## config.mk

```make
export PLATFORM = sky130hd
export DESIGN_NAME = ahb_dma_master
export DESIGN_NICKNAME = d
export VERILOG_FILES = /design/src/rtl/ahb_pkg.sv /design/src/rtl/ahb_dma_master.sv
export SDC_FILE = /design/constraint.sdc
export NUM_CORES = 1
export LEC_CHECK = 0
export BUFFER_PORTS_ARGS = -buffer_cell sky130_fd_sc_hd__buf_2
export CORE_MARGIN = 3
export CORE_UTILIZATION = 40
export DETAILED_ROUTE_END_ITERATION = 7
export GPL_TIMING_DRIVEN = 0
export PLACE_DENSITY = 0.73
export SYNTH_ARGS = -nofsm -noshare
export SYNTH_HDL_FRONTEND = slang
export SYNTH_SLANG_ARGS = --single-unit
```

## constraint.sdc

```tcl
create_clock -name clk -period 5.8 [get_ports clk]
set_input_delay 0.29 -clock clk [delete_from_list [all_inputs] [get_ports clk]]
set_output_delay 0.29 -clock clk [all_outputs]
set_load 0.02 [all_outputs]
```

## src/rtl/ahb_pkg.sv

```systemverilog
// ahb_pkg: AHB-Lite encodings and DMA state type shared by the DMA master and its neighbours.
package ahb_pkg;
    localparam logic [1:0] HTRANS_IDLE   = 2'b00;
    localparam logic [1:0] HTRANS_BUSY   = 2'b01;
    localparam logic [1:0] HTRANS_NONSEQ = 2'b10;
    localparam logic [1:0] HTRANS_SEQ    = 2'b11;
    localparam logic [2:0] HSIZE_WORD      = 3'b010;
    localparam logic [2:0] HBURST_SINGLE   = 3'b000;
    localparam logic [3:0] HPROT_DATA_PRIV = 4'b0011;
    typedef enum logic [2:0] {IDLE, RD_ADDR, RD_DATA, WR_ADDR, WR_DATA, FINISH} dma_state_t;
endpackage

```

## src/rtl/ahb_dma_master.sv

```systemverilog
// ahb_dma_master: single-channel AHB-Lite DMA copying 32-bit words via SINGLE read/write transfers.
// Define AHB_DMA_ABORT_EN to add the abort input and the sticky aborted output.
module ahb_dma_master
    import ahb_pkg::*;
#(
    parameter int DATA_WIDTH = 32,
    parameter int ADDR_WIDTH = 32,
    parameter int LEN_WIDTH  = 16
) (
    input  logic                  clk,
    input  logic                  rst,
    input  logic                  start,
    input  logic [ADDR_WIDTH-1:0] src_addr,
    input  logic [ADDR_WIDTH-1:0] dst_addr,
    input  logic [LEN_WIDTH-1:0]  len,
    output logic                  busy,
    output logic                  done,
    output logic                  error,
    output logic [LEN_WIDTH-1:0]  words_done,
`ifdef AHB_DMA_ABORT_EN
    input  logic                  abort,
    output logic                  aborted,
`endif
    output logic [ADDR_WIDTH-1:0] HADDR,
    output logic                  HWRITE,
    output logic [DATA_WIDTH-1:0] HWDATA,
    output logic [1:0]            HTRANS,
    output logic [2:0]            HSIZE,
    output logic [3:0]            HPROT,
    output logic [2:0]            HBURST,
    input  logic [DATA_WIDTH-1:0] HRDATA,
    input  logic                  HREADY,
    input  logic                  HRESP
);
    dma_state_t state_q, state_d;
    logic [ADDR_WIDTH-1:0] src_q, src_d, dst_q, dst_d;
    logic [LEN_WIDTH-1:0] len_q, len_d, cnt_q, cnt_d;
    logic [DATA_WIDTH-1:0] data_q, data_d;
    logic err_q, err_d, done_q, done_d;
    logic abt;
`ifdef AHB_DMA_ABORT_EN
    logic aborted_q, aborted_d;
    // aborted_q doubles as the pending-abort flag so an abort seen mid data phase is honoured at its end
    assign aborted_d = (state_q == IDLE && start) ? 1'b0 : aborted_q | (busy & abort);
    assign abt = abort | aborted_q;
    assign aborted = aborted_q;
    always_ff @(posedge clk) aborted_q <= rst ? 1'b0 : aborted_d;
`else
    assign abt = 1'b0;
`endif
    always_ff @(posedge clk) begin
        if (rst) begin
            state_q <= IDLE;
            src_q   <= '0;
            dst_q   <= '0;
            len_q   <= '0;
            cnt_q   <= '0;
            data_q  <= '0;
            err_q   <= 1'b0;
            done_q  <= 1'b0;
        end else begin
            state_q <= state_d;
            src_q   <= src_d;
            dst_q   <= dst_d;
            len_q   <= len_d;
            cnt_q   <= cnt_d;
            data_q  <= data_d;
            err_q   <= err_d;
            done_q  <= done_d;
        end
    end
    always_comb begin
        state_d = state_q;
        src_d   = src_q;
        dst_d   = dst_q;
        len_d   = len_q;
        cnt_d   = cnt_q;
        data_d  = data_q;
        err_d   = err_q;
        done_d  = state_q == FINISH;
        case (state_q)
            IDLE: if (start) begin
                src_d   = src_addr & ~ADDR_WIDTH'(3);
                dst_d   = dst_addr & ~ADDR_WIDTH'(3);
                len_d   = len;
                cnt_d   = '0;
                err_d   = 1'b0;
                state_d = (len == '0) ? FINISH : RD_ADDR;
            end
            RD_ADDR: state_d = abt ? FINISH : HREADY ? RD_DATA : RD_ADDR;
            RD_DATA: if (HRESP) begin
                err_d   = 1'b1;
                state_d = FINISH;
            end else if (HREADY) begin
                data_d  = HRDATA;
                state_d = abt ? FINISH : WR_ADDR;
            end
            WR_ADDR: state_d = abt ? FINISH : HREADY ? WR_DATA : WR_ADDR;
            WR_DATA: if (HRESP) begin
                err_d   = 1'b1;
                state_d = FINISH;
            end else if (HREADY) begin
                cnt_d   = cnt_q + LEN_WIDTH'(1);
                src_d   = src_q + ADDR_WIDTH'(4);
                dst_d   = dst_q + ADDR_WIDTH'(4);
                state_d = (cnt_d == len_q || abt) ? FINISH : RD_ADDR;
            end
            default: state_d = IDLE;
        endcase
    end
    always_comb begin
        HTRANS = (state_q == RD_ADDR || state_q == WR_ADDR) ? HTRANS_NONSEQ : HTRANS_IDLE;
        HWRITE = state_q == WR_ADDR;
        HADDR  = (state_q == WR_ADDR) ? dst_q : (state_q == RD_ADDR) ? src_q : '0;
        busy   = !(state_q == IDLE || state_q == FINISH);
    end
    assign HWDATA     = data_q;
    assign HSIZE      = HSIZE_WORD;
    assign HPROT      = HPROT_DATA_PRIV;
    assign HBURST     = HBURST_SINGLE;
    assign done       = done_q;
    assign error      = err_q;
    assign words_done = cnt_q;
endmodule

```

==> metrics.yaml <==
grt_pass1_vias: 8328
syn_inst: 1029
dieArea_mm2: 0.0203
antenna_found_initial: 0
netSwitchingFraction_pct: 28.8
n_antenna_cell: 0
die_width_um: 143
gp_congestion: 0.996
clkPwrFrac_pct: 45.5
coreArea_mm2: 0.0181
final_max_slew_viol_count: 0
skew_ns: 0.00707
tightest_slew_ns: 0.899
finalSetupViolCount: 0
p_int_uw: 1810
place_hpwl_um: 21000
synth_top_cell_area_share_pct: 34.6
via_per_inst: 5.87
synth_area_mm2: 0.00746
p_per_area_mw_per_mm2: 271
hp-start: "HRDATA[28]"
drtAntennaViolNets: 0
critical_path_class: "register to register"
path_max_fanout: 10
fmax_mhz: 339
synthTopCellsByArea: "dfxtp_1 (35%), nand2_1 (9.1%), a21oi_1 (8.3%)"
ys_seq_elements: 129
met1Wirelength_um: 11700
grt_start_max_net_pins: 17
drive_gt1_share_pct: 20.6
status: "complete, no violations"
area_delta_synth_final_pct: 25.9
vdd_ir_drop_max_uv: 222
ys_types: 70
synth_common_cells: "nand2_1 (181), dfxtp_1 (129), a21oi_1 (124)"
multi_input_area_mm2: 0.00446
finalNetCount: 1374
io_buffers: 195
grt_overflow: 0
ys_warn_count: 0
cts_buffers: 17
yosysMostFrequentCell: "nand2_1"
wl_met3_um: 3250
clock_path_buffers: 2
seq_area_mm2: 0.00258
power_uw: 2550
synth_edf_count: 0
clk_pin_slew_worst_paths_ns: 0.06
fin_tns_setup_ns: 0
wl_per_cell_um: 19.4
maxSlewHeadroom_pct: 40.1
grt_pass1_wl_um: 44300
drtPass1Iterations: 7
synth_top_cell_by_area: "dfxtp_1"
startpoint: "state_q[2]"
dr.max_layer_used: "met4"
fp.dieH_um: 143
endpoint_kind: "register"
cts_tree: "built"
dr_wl_met2_um: 12900
avgSynthCellArea_um2: 7.25
grt_usage_pct: 27.8
fill_cells: 1790
p_switching_uw: 735
clock-sinks: 129
drc_errors: 0
async_flop_share_pct: 0
cts_hold_buf: 0
period_minus_slack_ns: 2.95
seqPwrFrac_pct: 39.1
fin_crit_sh_pct: 50.9
cts.repair.resized: 0
combPwrFrac_pct: 15.4
vias: 8782
initial_utilization_pct: 41.1
ys.flop_type: "dfxtp_1"
hold_viol_final: 0
crit_arrival_ns: 3.24
post_cts_buffers: 0
required_ns: 6.09
io_pins: 213
crit_path_start_kind: "register"
routed_wl_um: 29000
insertion_delay_ns: 0.43
seq_area_frac_synth_pct: 34.6
root_buffer: "clkbuf_16"
hp-class: "primary input to register"
drt-initial-drc-count: 1024
cts_max_level: 4
rows: 49
max_cap_violations: 0
grt_setup_unrepaired: "no"
r2r_start: "state_q[2]"
p_leak_uw: 0.00369
## layout make-up
class / instances / share of cell area, %
multi-input cells: 804 / 47.5
inverters: 13 / 0.520
repair buffers: 195 / 10.4
flip-flops and latches: 129 / 27.5
plain buffers: 94 / 4.38
well taps: 229 / 3.05
clock buffers: 19 / 4.72
clock inverters: 12 / 1.94
## cells by family (layout without fill, tap and decap cells)
group           Yosys count  in the layout  share of synthesized area, %
compound gates          292            292                          24.0
fa+ha+maj                 3              3                         0.503
xor+xnor                 18             18                          2.11
buf+inv                 107            333                          6.17
flops                   129            129                          34.6
other cells               2             13                         0.101
mux                      37             37                          4.98
simple gates            441            441                          27.6
## registers in the layout, indices dropped and copies added, names as in the netlist
register,count
words_done,16
src_q,30
error,1
dst_q,30
len_q,16
HWDATA,32
state_q,3
done,1
## cell usage in the layout (no fill, tap or decap), types with 6 or more instances in the layout
master     netlist  final
nor2_1         100    100
a211oi_1        25     25
inv_1           13     13
a22oi_1          8      8
buf_1            8      8
xor2_1           6      6
xnor2_1         12     12
o31ai_1         10     10
a31oi_1         10     10
o22ai_1          9      9
mux2i_1         36     36
a21oi_1        124    124
nand2_1        181    181
buf_2            8    203
clkbuf_1        65     66
and3_1          11     11
dfxtp_1        129    129
conb_1           2     13
clkbuf_16        0     17
a21o_1          10     10
or3_1           16     16
o21ai_0         47     47
nand2b_1         8      8
a311oi_1         7      7
nor4_1          13     13
buf_4           13     13
nand3_1         35     35
nand4_1         18     18
nor3_1          21     21
## per-stage QoR
| stage | setup slack, ns | cell area [um^2] | utilization [%] | instances | hold WS [ns] |
|---|---|---|---|---|---|
| floorplan | 3.32 | 7500 | - | 1040 | 0.426 |
| global placement | 3.07 | 8770 | 48.3 | 1464 | 0.439 |
| detailed placement | 3.05 | 8770 | 48.3 | 1464 | 0.445 |
| CTS | 2.98 | 9390 | 51.8 | 1495 | 0.0837 |
| global route | 2.81 | 9390 | 51.8 | 1495 | 0.0968 |
| finish | 2.85 | 9390 | 51.8 | 1495 | 0.0919 |
## power by group through the flow
stage	Combinational, uW	Clock [uW]	Sequential [uW]
5_1_grt	427	1200	1000
6_report	393	1160	996
3_3_place_gp	377	0	1010
3_5_place_dp	383	0	1010
2_1_floorplan	243	0	998
4_1_cts	384	1160	993
## worst max-delay path, stage by stage, from the launching register on
cell and delay, ns:
dfxtp_1 0.37, clkbuf_1 0.34, and2_1 0.19, clkbuf_1 0.17, clkbuf_1 0.62, buf_1 0.65
o21ai_0 0.19, a21oi_1 0.20, nor3_1 0.07
## per-layer routing
metal	vias up	global-route usage [%]
met1	4029	36.1
li1	4110	-
met4	0	12.3
met2	545	42.8
met5	-	0
met3	98	8.27
## worst paths after layout
kind,end,slack [ns],depth (start not counted)
max,dst_q[13],2.85,8
min,HWDATA[28],0.09,3
max reg2reg,dst_q[13],2.85,8
min reg2reg,HWDATA[12],0.45,2
(Power assumes the default switching activity.)
